--- config.mk ---
export PLATFORM = sky130hd
export DESIGN_NAME = riscorvo_mem_arbiter
export DESIGN_NICKNAME = d
export VERILOG_FILES = /design/src/rtl/riscorvo_mem_arbiter.sv
export SDC_FILE = /design/constraint.sdc
export NUM_CORES = 1
export LEC_CHECK = 0
export ABC_AREA = 0
export CAP_MARGIN = 40
export CORE_AREA = 5 5 105 107
export DETAILED_ROUTE_END_ITERATION = 10
export DIE_AREA = 0 0 110 112
export HOLD_SLACK_MARGIN = 0.1
export SLEW_MARGIN = 0
export SYNTH_ARGS = -nofsm -noshare
export SYNTH_HDL_FRONTEND = slang
export SYNTH_SLANG_ARGS = --single-unit
--- constraint.sdc ---
create_clock -name clk -period 3 [get_ports clk]
set_input_delay 0.9 -clock clk [delete_from_list [all_inputs] [get_ports clk]]
set_output_delay 0.9 -clock clk [all_outputs]
set_load 0.02 [all_outputs]
--- src/rtl/riscorvo_mem_arbiter.sv ---
// Shares one single-port memory bus between the riscorvo instruction-fetch and
// data ports, one outstanding transaction at a time.
//
// state  | meaning
// IDLE   | no transaction outstanding, memory bus driven to zero
// BUSY_I | fetch granted, waiting for mem_ready_i
// BUSY_D | load/store granted, waiting for mem_ready_i
module riscorvo_mem_arbiter #(
  parameter int ADDR_WIDTH    = 32,
  parameter int DATA_WIDTH    = 32,
  parameter int DATA_PRIORITY = 1,
  parameter int STARVE_LIMIT  = 4
) (
  input  logic                    clk,
  input  logic                    reset_n,
  input  logic                    instr_valid_i,
  input  logic [ADDR_WIDTH-1:0]   instr_addr_i,
  output logic                    instr_ready_o,
  output logic [DATA_WIDTH-1:0]   instr_rdata_o,
  input  logic                    data_valid_i,
  input  logic [ADDR_WIDTH-1:0]   data_addr_i,
  input  logic                    data_we_i,
  input  logic [DATA_WIDTH-1:0]   data_wdata_i,
  input  logic [DATA_WIDTH/8-1:0] data_mask_i,
  output logic                    data_ready_o,
  output logic [DATA_WIDTH-1:0]   data_rdata_o,
  output logic                    mem_valid_o,
  output logic [ADDR_WIDTH-1:0]   mem_addr_o,
  output logic                    mem_we_o,
  output logic [DATA_WIDTH-1:0]   mem_wdata_o,
  output logic [DATA_WIDTH/8-1:0] mem_mask_o,
  input  logic                    mem_ready_i,
  input  logic [DATA_WIDTH-1:0]   mem_rdata_i,
  output logic [1:0]              grant_o
);

  typedef enum logic [1:0] {
    IDLE   = 2'b00,
    BUSY_I = 2'b01,
    BUSY_D = 2'b10
  } state_t;

  localparam logic [3:0] LIMIT = 4'(STARVE_LIMIT);

  state_t     state;
  state_t     state_nxt;
  logic [3:0] starve_cnt;
  logic       done;
  logic       instr_wait;
  logic       data_first;
  logic       take_instr;
  logic       take_data;

  assign done = (state != IDLE) && mem_ready_i;
  // A fetch being completed this cycle is not a waiting fetch.
  assign instr_wait = instr_valid_i && (state != BUSY_I);
  assign data_first = (DATA_PRIORITY != 0) && (starve_cnt < LIMIT);

  always_comb begin
    state_nxt = state;
    case (state)
      IDLE: begin
        if (instr_valid_i && data_valid_i) state_nxt = data_first ? BUSY_D : BUSY_I;
        else if (data_valid_i)             state_nxt = BUSY_D;
        else if (instr_valid_i)            state_nxt = BUSY_I;
      end
      BUSY_I:  if (mem_ready_i) state_nxt = data_valid_i ? BUSY_D : IDLE;
      BUSY_D:  if (mem_ready_i) state_nxt = instr_valid_i ? BUSY_I : IDLE;
      default: state_nxt = IDLE;
    endcase
  end

  assign take_instr = (state_nxt == BUSY_I) && (state != BUSY_I);
  assign take_data  = (state_nxt == BUSY_D) && (state != BUSY_D);

  always_ff @(posedge clk or negedge reset_n) begin
    if (!reset_n) begin
      state      <= IDLE;
      starve_cnt <= 4'd0;
    end else begin
      state <= state_nxt;
      if (take_instr)
        starve_cnt <= 4'd0;
      else if (take_data && instr_wait && (starve_cnt < LIMIT))
        starve_cnt <= starve_cnt + 4'd1;
    end
  end

  assign grant_o     = {state == BUSY_D, state == BUSY_I};
  assign mem_valid_o = (state != IDLE);

  always_comb begin
    mem_addr_o  = '0;
    mem_we_o    = 1'b0;
    mem_wdata_o = '0;
    mem_mask_o  = '0;
    case (state)
      BUSY_I: begin
        mem_addr_o = instr_addr_i;
        mem_mask_o = '1;
      end
      BUSY_D: begin
        mem_addr_o  = data_addr_i;
        mem_we_o    = data_we_i;
        mem_wdata_o = data_wdata_i;
        mem_mask_o  = data_mask_i;
      end
      default: ;
    endcase
  end

  assign instr_ready_o = (state == BUSY_I) && mem_ready_i;
  assign data_ready_o  = (state == BUSY_D) && mem_ready_i;
  assign instr_rdata_o = done ? mem_rdata_i : '0;
  assign data_rdata_o  = done ? mem_rdata_i : '0;

endmodule

### Word-level counts from Yosys, hierarchy flattened

Index checks and enable logic that the tools add are counted.

* register bits: 6
* input bits: 138
* output and inout bits: 138

* add/subtract/negate cells: 1
* order comparisons: 1
* eq/ne operators: 6
* multiplexer cells: 16
* reduce and logical (&&, ||, !) cells: 12

Operators by type and width (number)
* $mux W32: 2
* $pmux W32 S2: 1
* $mux W2: 7
* $logic_and A1 B1 Y1: 9
* $mux W4: 2
* $pmux W4 S2: 1
* $pmux W2 S3: 1
* $add A4 B1 Y4 const B: 1
* $eq A2 B1 Y1 const B: 2
* $eq A2 B2 Y1 const B: 2
* $lt A4 B3 Y1 const B: 1
* $reduce_bool A2 Y1: 2
* $logic_not A2 Y1: 1
* $mux W1: 2
* $ne A2 B1 Y1 const B: 1
* $ne A2 B2 Y1 const B: 1

### Depth between registers and ports, before layout

Gate-level depths: netlist (run 1).

* depth in word-level cells: 10
* gate-level depth with buffers: 8
* gate-level depth less buffers: 7

### Least setup slack after synthesis (run 1)

No wires, ideal clock.

* kind: flip-flop to output port
* start point: reg state[0]
* end point: out mem_addr_o[0]
* arrival time: 1794 ps
* setup slack: 306 ps
* cell stages (with the launch flop): 7
* cells stage by stage: dfrtp_1 inv_1 ha_1 clkbuf_1 clkbuf_1 a22oi_1 nor2b_1

* word-level cells in the longest chain between the ends: 2

Ends and longest elaborated chain
* from (decl): line 45 `state_t state;`
* from (signal assigned): line 81 `state <= state_nxt;`
* $eq A2 B2 Y1
* net grant_o[1]: line 34 `output logic [1:0] grant_o`
* $pmux W32 S2: line 97 `case (state)`
* to (decl): line 28 `output logic [ADDR_WIDTH-1:0] mem_addr_o,`

The timed path passes the listed nets, and every way through them passes these cells.

### Worst setup path in the final report (run 1)

* start point: in data_wdata_i[13]
* end point: out mem_wdata_o[13]

* word-level cells in the longest chain between the ends: 1

Ends and longest elaborated chain
* from (decl): line 23 `input logic [DATA_WIDTH-1:0] data_wdata_i,`
* $mux W32: line 97
* to (decl): line 30 `output logic [DATA_WIDTH-1:0] mem_wdata_o,`

No other way between the ends.

==> results of run 1 <==
## final timing paths
kind                                        end  slack [ns]  cells past startpoint
worst max register to register    starve_cnt[1]        0.93                      8
worst min-delay path              starve_cnt[3]        0.53                      1
worst min register to register    starve_cnt[3]        0.53                      1
worst max-delay path            mem_wdata_o[13]        0.03                      3
max in group asynchronous         starve_cnt[0]        1.86                      1
min in group asynchronous         starve_cnt[3]        0.93                      1
## power by group through the flow
stage          registers (mW)  clock network (mW)  logic [mW]
3_3_place_gp            0.131                   0        2.91
3_5_place_dp            0.132                   0        2.93
5_1_grt                 0.133               0.130        2.91
6_report                0.131               0.120        2.72
4_1_cts                 0.131               0.123        2.78
2_1_floorplan           0.131                   0        1.57
## cell usage in the layout (no fill, tap or decap), types with 3 or more instances in the layout
| master | n |
|---|---|
| a21oi_1 | 5 |
| a22oi_1 | 32 |
| and2_1 | 65 |
| buf_12 | 6 |
| buf_2 | 59 |
| buf_4 | 10 |
| clkbuf_8 | 3 |
| clkdlybuf4s50_1 | 155 |
| dfrtp_1 | 6 |
| dlygate4sd2_1 | 43 |
| dlymetal6s2s_1 | 12 |
| ha_1 | 5 |
| inv_1 | 4 |
| nor2_1 | 4 |
| nor2b_1 | 38 |
## final cells by class
cell class	instances	area (um^2)
multi-input cells	170	1170
clock buffers	3	41.3
flip-flops and latches	6	150
fillers	1064	5850
inverters	4	15.0
repair buffers	289	2650
well taps	136	170
## synthesized netlist by cell type, drive strengths merged, types with 2 or more instances
cell type  number
and2           67
nor2b          39
buf            35
a22oi          32
clkbuf         15
dfrtp           6
ha              6
a21oi           5
inv             4
nor2            4
nor3            3
o21ai           3
a31oi           2
## sequential cells by signal, indices dropped and copies added, names as in the netlist
signal and count:
starve_cnt 4, state 2
## cells by family after synthesis
kind of cell             Yosys count  share of synthesized area
AO/OA/AOI/OAI                     46                      0.204
AND/OR/NAND/NOR                  118                      0.459
buffers and inverters             54                      0.199
adder cells (fa/ha/maj)            6                     0.0462
flip-flops                         6                     0.0924
## what timing repair did
action / in CTS / in global routing
endpoints found under the setup margin: 107 / 12
gates cloned: 2 / 0
resized for setup: 303 / 12
buffers inserted: 1 / 0
## per-stage QoR
| stage | setup WS, ns | area (um^2) | std cells | util |
|---|---|---|---|---|
| global route | 0.000467 | 4200 | 608 | 0.418 |
| floorplan | 0.306 | 1630 | 230 | - |
| CTS | 0.00498 | 4170 | 608 | 0.415 |
| global placement | -0.548 | 4380 | 602 | 0.436 |
| finish | 0.0325 | 4200 | 608 | 0.418 |
| detailed placement | -0.525 | 4380 | 602 | 0.436 |
## routing by layer
layer | routed length [um] | share of wire
met1 | 3130 | 0.31
met2 | 5600 | 0.55
met3 | 1200 | 0.12
met4 | 159 | 0.016
met5 | 0 | 0
==> out/qor.txt, run 1 <==
CTS tree: yes
EDFF count, synth: 0
CP Launch Type: input pin
Ys async rst share: 1.00
Busiest grt layer: met2
Detailed placement HPWL: 8.46 mm
Worst hold path class: reg -> reg
Initial Utilization: 0.162
CTS sink cnt: 6
Avg Vias per Cell: 4.22
Routed Wire Length: 10.1 mm
Ports: 276
Crit share post-route: 0.989
Hold_sp: starve_cnt[3]
Final number of setup-violating endpoints: 0
Final Hold Fails: 0
Gr usage total: 0.147
Max-Cap Viols: 0
Worst-Margin Slew: 0.440 ns
Global route total overflow: 0
Family with the most delay on the worst path: buffers and inverters
Tot Pwr: 2.97 mW
Netlist Area Pre-Place: 1630 um^2
First-pass GRT wire length: 14.2 mm
Drc violations: 0
H-tree levels: 1
Placer Congestion: 0.736
Iteration-0 DRC Markers: 78
Switching Share: 0.510
Die Span Y: 112 um
Yosys reg bits: 6
Clock Power Share: 0.040
Crit Path Max Fanout: 1
# nets final: 618
CTS Root Cell: clkbuf_8
Mapped Nets: 374
Largest net degree at the start of global routing: 42
Port bufs: 275
Crit-path cells: clkdlybuf4s50_1, and2_1, clkdlybuf4s50_1
1st-pass router iterations: 4
CTS buffer count: 3
CP max stage cell: clkdlybuf4s50_1
Arrival time at the worst endpoint: 2.07 ns
Cell taking the most area after synthesis: and2_1
Avg WL per Cell: 16.6 um
Comb power frac: 0.915
Area growth from synthesis to layout: 158%
Outcome: finished, final reports clean
Area share of the largest cell type after synthesis: 0.258
Synth area leaders: and2_1 (26%), nor2b_1 (15%), a22oi_1 (15%)
Routed Antenna Nets: 0
Minimum clock period: 2.97 ns
Top cell by count, worst path: clkdlybuf4s50_1
Gate Count Post-Synth: 230
Distinct cell type count after synthesis: 25
Final TNS setup: 0 ns
Total number of vias: 2567
Clock buffer depth: 2
Maximum vdd drop: 322 uV
Worst Hold Slack: 0.530 ns
Cts hold-fix bufs: 0
Yosys warnings: 0
Layout cell share with drive strength beyond 1: 0.191
Required time worst endpoint: 2.10 ns
Seq/Total Area, Yosys: 0.0924
Ys flop type: dfrtp_1
Switching Power: 1.51 mW
RSZ-0062 raised after global routing: false
Internal: 1.46 mW
Vias in the first global route: 2697
Row count: 37
LEAKAGE: 2.16 nW
FMAX: 337 MHz
Crit Path Class: in -> out
Pwr dens: 707 nW/um^2
Global Route met1 Usage: 0.136
Core ar.: 10000 um^2
Worst r2r src: state[0]
Largest stage delay, worst path: 0.61 ns
N_diodes: 0
Die width: 110 um
GR Util met2: 0.299
Crit end category: output pin
Clock-pin slew on the worst setup and hold paths: 0.04 ns
Worst setup startpoint: data_wdata_i[13]
Seq pwr share: 0.044
Worst slew margin: 0.704
Worst-skew pair later-pin latency: 0.22 ns
Mean Syn Cell Area: 7.07 um^2
WP buf/inv: 2
Initial antenna violation count: 0
Met3 usage: 0.0446
Die area: 12300 um^2
Slew Limit Fails: 0
Skew final: 0.000289 ns
Power figures use the tool's default switching activity.
==> inputs of run 2 (changes only) <==
Settings changed: CORE_AREA 5 5 105 107 to 5 5 103 105, DIE_AREA 0 0 110 112 to 0 0 108 110, PLACE_DENSITY set to 0.67.
Clock period 3 ns to 3.4 ns, I/O delays scaled along.
==> out/qor.txt, run 2 (synthesis results as in run 1) <==
Area growth from synthesis to layout: 159%
N_diodes: 0
Clock buffer depth: 2
Clock Power Share: 0.041
DP Area: 4320 um^2
Initial antenna violation count: 0
WP buf/inv: 3
Global route total overflow: 0
Setup Fix Bufs, Post-CTS: 0
Total number of vias: 2487
Initial Utilization: 0.170
Crit Path Max Fanout: 32
Maximum vdd drop: 310 uV
Family with the most delay on the worst path: buffers and inverters
Die width: 108 um
Crit share post-route: 0.984
Worst r2r src: state[0]
FMAX: 299 MHz
Pwr dens: 615 nW/um^2
CTS sink cnt: 6
Die area: 11900 um^2
Fin area: 4210 um^2
CP max stage cell: clkdlybuf4s50_1
Final number of setup-violating endpoints: 0
Largest stage delay, worst path: 0.49 ns
Worst hold path class: reg -> reg
CP Launch Type: input pin
WP depth: 5
Minimum clock period: 3.35 ns
Worst r2r dst: starve_cnt[0]
First-pass GRT wire length: 13.7 mm
RSZ-0062 raised after global routing: true
CTS Root Cell: clkbuf_8
Fill cells: 983
Worst slew margin: 0.723
Worst-Margin Slew: 0.413 ns
Crit end category: output pin
R2R Setup Slk: 1.27 ns
Final cell count without fillers: 598
Outcome: finished, final reports clean
Worst-skew pair later-pin latency: 0.22 ns
Avg Vias per Cell: 4.16
Seq pwr share: 0.047
CTS buffer count: 3
Inst Count DP: 595
Top flop regs: starve_cnt (4), state (2)
H-tree levels: 1
# nets final: 611
Clock-pin slew on the worst setup and hold paths: 0.04 ns
Cts hold-fix bufs: 0
Hold_sp: starve_cnt[3]
Required time worst endpoint: 2.38 ns
Reg2Reg Depth: 7
Gr usage total: 0.147
Detailed placement HPWL: 8.50 mm
1st-pass router iterations: 4
Most frequent cells in the layout: clkdlybuf4s50_1 (200), and2_1 (67), nor2b_1 (38)
Switching Share: 0.502
Core ar.: 9550 um^2
Worst setup startpoint: mem_ready_i
Max-Cap Viols: 0
Avg WL per Cell: 16.5 um
Drc violations: 0
Vias in the first global route: 2516
Largest reg by FF count: starve_cnt
Pre-CTS setup slack: -0.352 ns
Final setup margin: 0.0543 ns
Largest net degree at the start of global routing: 45
Crit Path Class: in -> out
Comb power frac: 0.913
Switching Power: 1.30 mW
Layout cell share with drive strength beyond 1: 0.172
LEAKAGE: 1.81 nW
Crit-path cells: clkdlybuf4s50_1, nor2b_4, buf_12, and2_1, clkdlybuf4s15_1
CTS tree: yes
Iteration-0 DRC Markers: 77
Slew Limit Fails: 0
Final Hold Fails: 0
Most common cell after layout, fill and taps aside: clkdlybuf4s50_1
PostCTS Resize Cnt: 163
Internal: 1.29 mW
Row count: 36
Ports: 276
CP endpoint: instr_rdata_o[10]
Die Span Y: 110 um
Core Util, Final: 0.441
Skew final: 0.000364 ns
Placer Congestion: 0.773
Arrival time at the worst endpoint: 2.33 ns
Routed Antenna Nets: 0
Max reg flops: 4
Routed Wire Length: 9.89 mm
Tot Pwr: 2.59 mW
Port bufs: 275
run 2: changes by cell type in the layout (fill, tap and decap cells not counted), sizes merged:
cell	change
clkdlybuf4s50	+45
clkbuf	+24
buf	-51
bufbuf	-1
dlygate4sd2	-42
clkdlybuf4s15	+22
dlymetal6s2s	-4
run 2: routing by layer:
layer	vias to the layer above	global-route usage	share of wire
met3	2	0.0681	0.15
li1	1213	-	-
met5	-	0	0
met4	0	0.0216	0.0021
met1	1110	0.136	0.30
met2	162	0.299	0.55
run 2: area by class of cell:
| class | count | area [um^2] | area share |
|---|---|---|---|
| clock buffers | 3 | 41.3 | 0.00980 |
| inverters | 4 | 15.0 | 0.00356 |
| multi-input cells | 170 | 1160 | 0.276 |
| flip-flops and latches | 6 | 150 | 0.0356 |
| well taps | 133 | 166 | 0.0395 |
| repair buffers | 282 | 2680 | 0.636 |
run 2: worst min path at each step:
stage / endpoint / slack (ns) / cells past startpoint
floorplan: starve_cnt[3] / 0.50 / 1
finish: starve_cnt[3] / 0.55 / 1
global route: starve_cnt[3] / 0.58 / 1
detailed placement: starve_cnt[3] / 0.53 / 1
CTS: starve_cnt[3] / 0.54 / 1
global placement: starve_cnt[3] / 0.53 / 1
run 2: stage by stage:
stage,hold WS [ns],setup TNS (ns)
floorplan,0.500,0
global placement,0.526,-19.25
detailed placement,0.529,-19.78
CTS,0.543,-0.187
global route,0.580,-0.0433
finish,0.545,0
run 2: worst reg2reg max path: cells and delay by family (launching register included):
kind / cells / cell delay, ns
DFF: 1 / 0.43
and+or+nand+nor: 4 / 1.09
adders and majority gates: 1 / 0.21
buffers and inverters: 2 / 0.25
run 2: power by group through the flow:
stage	sequential, mW	combinational [mW]	clock [mW]
finish	0.121	2.37	0.105
global route	0.125	2.54	0.113
CTS	0.121	2.45	0.108
detailed placement	0.122	2.50	0
global placement	0.120	2.48	0
floorplan	0.116	1.38	0
==> inputs of run 3 (changes only) <==
Settings changed: CORE_AREA 5 5 103 105 to 2 2 106 108, PLACE_DENSITY 0.67 to not set.
==> out/qor.txt, run 3 (synthesis results as in run 1) <==
Drc violations: 0
Hold EP: starve_cnt[3]
Crit end category: output pin
Fill cells: 1087
Core ar.: 10700 um^2
Crit-path cells: clkdlybuf4s50_1, a22oi_1, nor2b_1, clkdlybuf4s50_1
Layout cell share with drive strength beyond 1: 0.172
Routed Wire Length: 9.04 mm
Largest stage delay, worst path: 0.66 ns
Avg WL per Cell: 15.0 um
Iteration-0 DRC Markers: 71
Worst hold path class: reg -> reg
First-pass GRT wire length: 12.9 mm
Clock buffer depth: 2
Cts hold-fix bufs: 0
Final cell count without fillers: 604
Largest net degree at the start of global routing: 63
Die width: 108 um
1st-pass router iterations: 4
Crit Path Class: in -> out
Most common cell after layout, fill and taps aside: clkdlybuf4s50_1
Largest reg by FF count: starve_cnt
Max-Cap Viols: 0
Outcome: finished, final reports clean
Worst r2r dst: starve_cnt[0]
Worst Hold Slack: 0.547 ns
CP Launch Type: input pin
H-tree levels: 1
Crit share post-route: 0.988
CTS Root Cell: clkbuf_8
Pre-CTS setup slack: -0.332 ns
Minimum clock period: 3.36 ns
Gr usage total: 0.136
Die Span Y: 110 um
FMAX: 298 MHz
# nets final: 610
CTS tree: yes
Skew final: 0.00478 ns
Final TNS setup: 0 ns
Hold_sp: starve_cnt[3]
Hold Path Depth: 1
R2R Setup Slk: 1.14 ns
Final Hold Fails: 0
Clock-pin slew on the worst setup and hold paths: 0.04 ns
Top flop regs: starve_cnt (4), state (2)
RSZ-0062 raised after global routing: false
Reg2Reg Depth: 7
N_diodes: 0
Required time worst endpoint: 2.38 ns
Max reg flops: 4
CTS sink cnt: 6
Arrival time at the worst endpoint: 2.34 ns
Die area: 11900 um^2
Tot Pwr: 2.62 mW
CP max stage cell: clkdlybuf4s50_1
LEAKAGE: 1.75 nW
CTS buffer count: 3
Core Util, Final: 0.405
Area growth from synthesis to layout: 166%
Final number of setup-violating endpoints: 0
Final setup margin: 0.0392 ns
DP Area: 4330 um^2
Initial antenna violation count: 0
Maximum vdd drop: 287 uV
Vias in the first global route: 2528
Pwr dens: 606 nW/um^2
Setup Fix Bufs, Post-CTS: 0
Crit Path Max Fanout: 1
Top cell by count, worst path: clkdlybuf4s50_1
Global route total overflow: 0
Routed Antenna Nets: 0
Port bufs: 275
Most frequent cells in the layout: clkdlybuf4s50_1 (203), and2_1 (67), clkdlybuf4s15_2 (40)
Placer Congestion: 0.852
Worst r2r src: state[0]
Slew Limit Fails: 0
Detailed placement HPWL: 7.56 mm
Fin area: 4330 um^2
Avg Vias per Cell: 4.12
Inst Count DP: 601
Worst slew margin: 0.687
Row count: 38
Worst-skew pair later-pin latency: 0.22 ns
Initial Utilization: 0.152
Worst-Margin Slew: 0.466 ns
Ports: 276
Total number of vias: 2487
==> run 3: worst max path at each step <==
stage,from,endpoint,slack (ns),cells after the start
4_1_cts,mem_ready_i,instr_rdata_o[14],-0.03,5
5_1_grt,data_addr_i[24],mem_addr_o[24],0.004,4
3_3_place_gp,mem_ready_i,instr_rdata_o[12],-0.33,5
2_1_floorplan,mem_ready_i,instr_rdata_o[10],0.48,4
3_5_place_dp,mem_ready_i,instr_rdata_o[12],-0.33,5
6_report,data_addr_i[23],mem_addr_o[23],0.04,4
==> run 3: metal layers <==
metal  share of wire  GRT usage  wire [um]  vias up
met1            0.35      0.139       3190     1097
met5               0          0          0        -
met4           0.014     0.0211        129        0
li1                -          -          -     1209
met3            0.12     0.0429       1050        8
met2            0.52      0.273       4660      173
==> run 3: final cells by class <==
class	count	area (um^2)	area share
Tap cell	140	175	0.0405
Clock buffer	3	41.3	0.00953
Timing Repair Buffer	281	2780	0.641
Sequential cell	6	150	0.0347
Multi-Input combinational cell	170	1170	0.271
Inverter	4	15.0	0.00347
==> run 3: what timing repair did <==
action / 4_1_cts / 5_1_grt
pin swaps: 0 / 0
gates cloned: 0 / 0
setup endpoints to repair: 65 / 93
endpoints found under the hold margin: 0 / 0
gates resized for setup: 164 / 39
==> run 3: worst max-delay path, delay by kind of cell <==
| kind | cells | cell delay (ns) |
|---|---|---|
| buffers and inverters | 2 | 1.12 |
| AND/OR/NAND/NOR | 1 | 0.12 |
| AO/OA/AOI/OAI | 1 | 0.08 |
==> run 3: report_power, final <==
group / total, mW / internal (mW) / switching (mW)
clock: 0.107 / 0.0761 / 0.0310
combinational: 2.39 / 1.15 / 1.24
sequential: 0.125 / 0.0967 / 0.0282
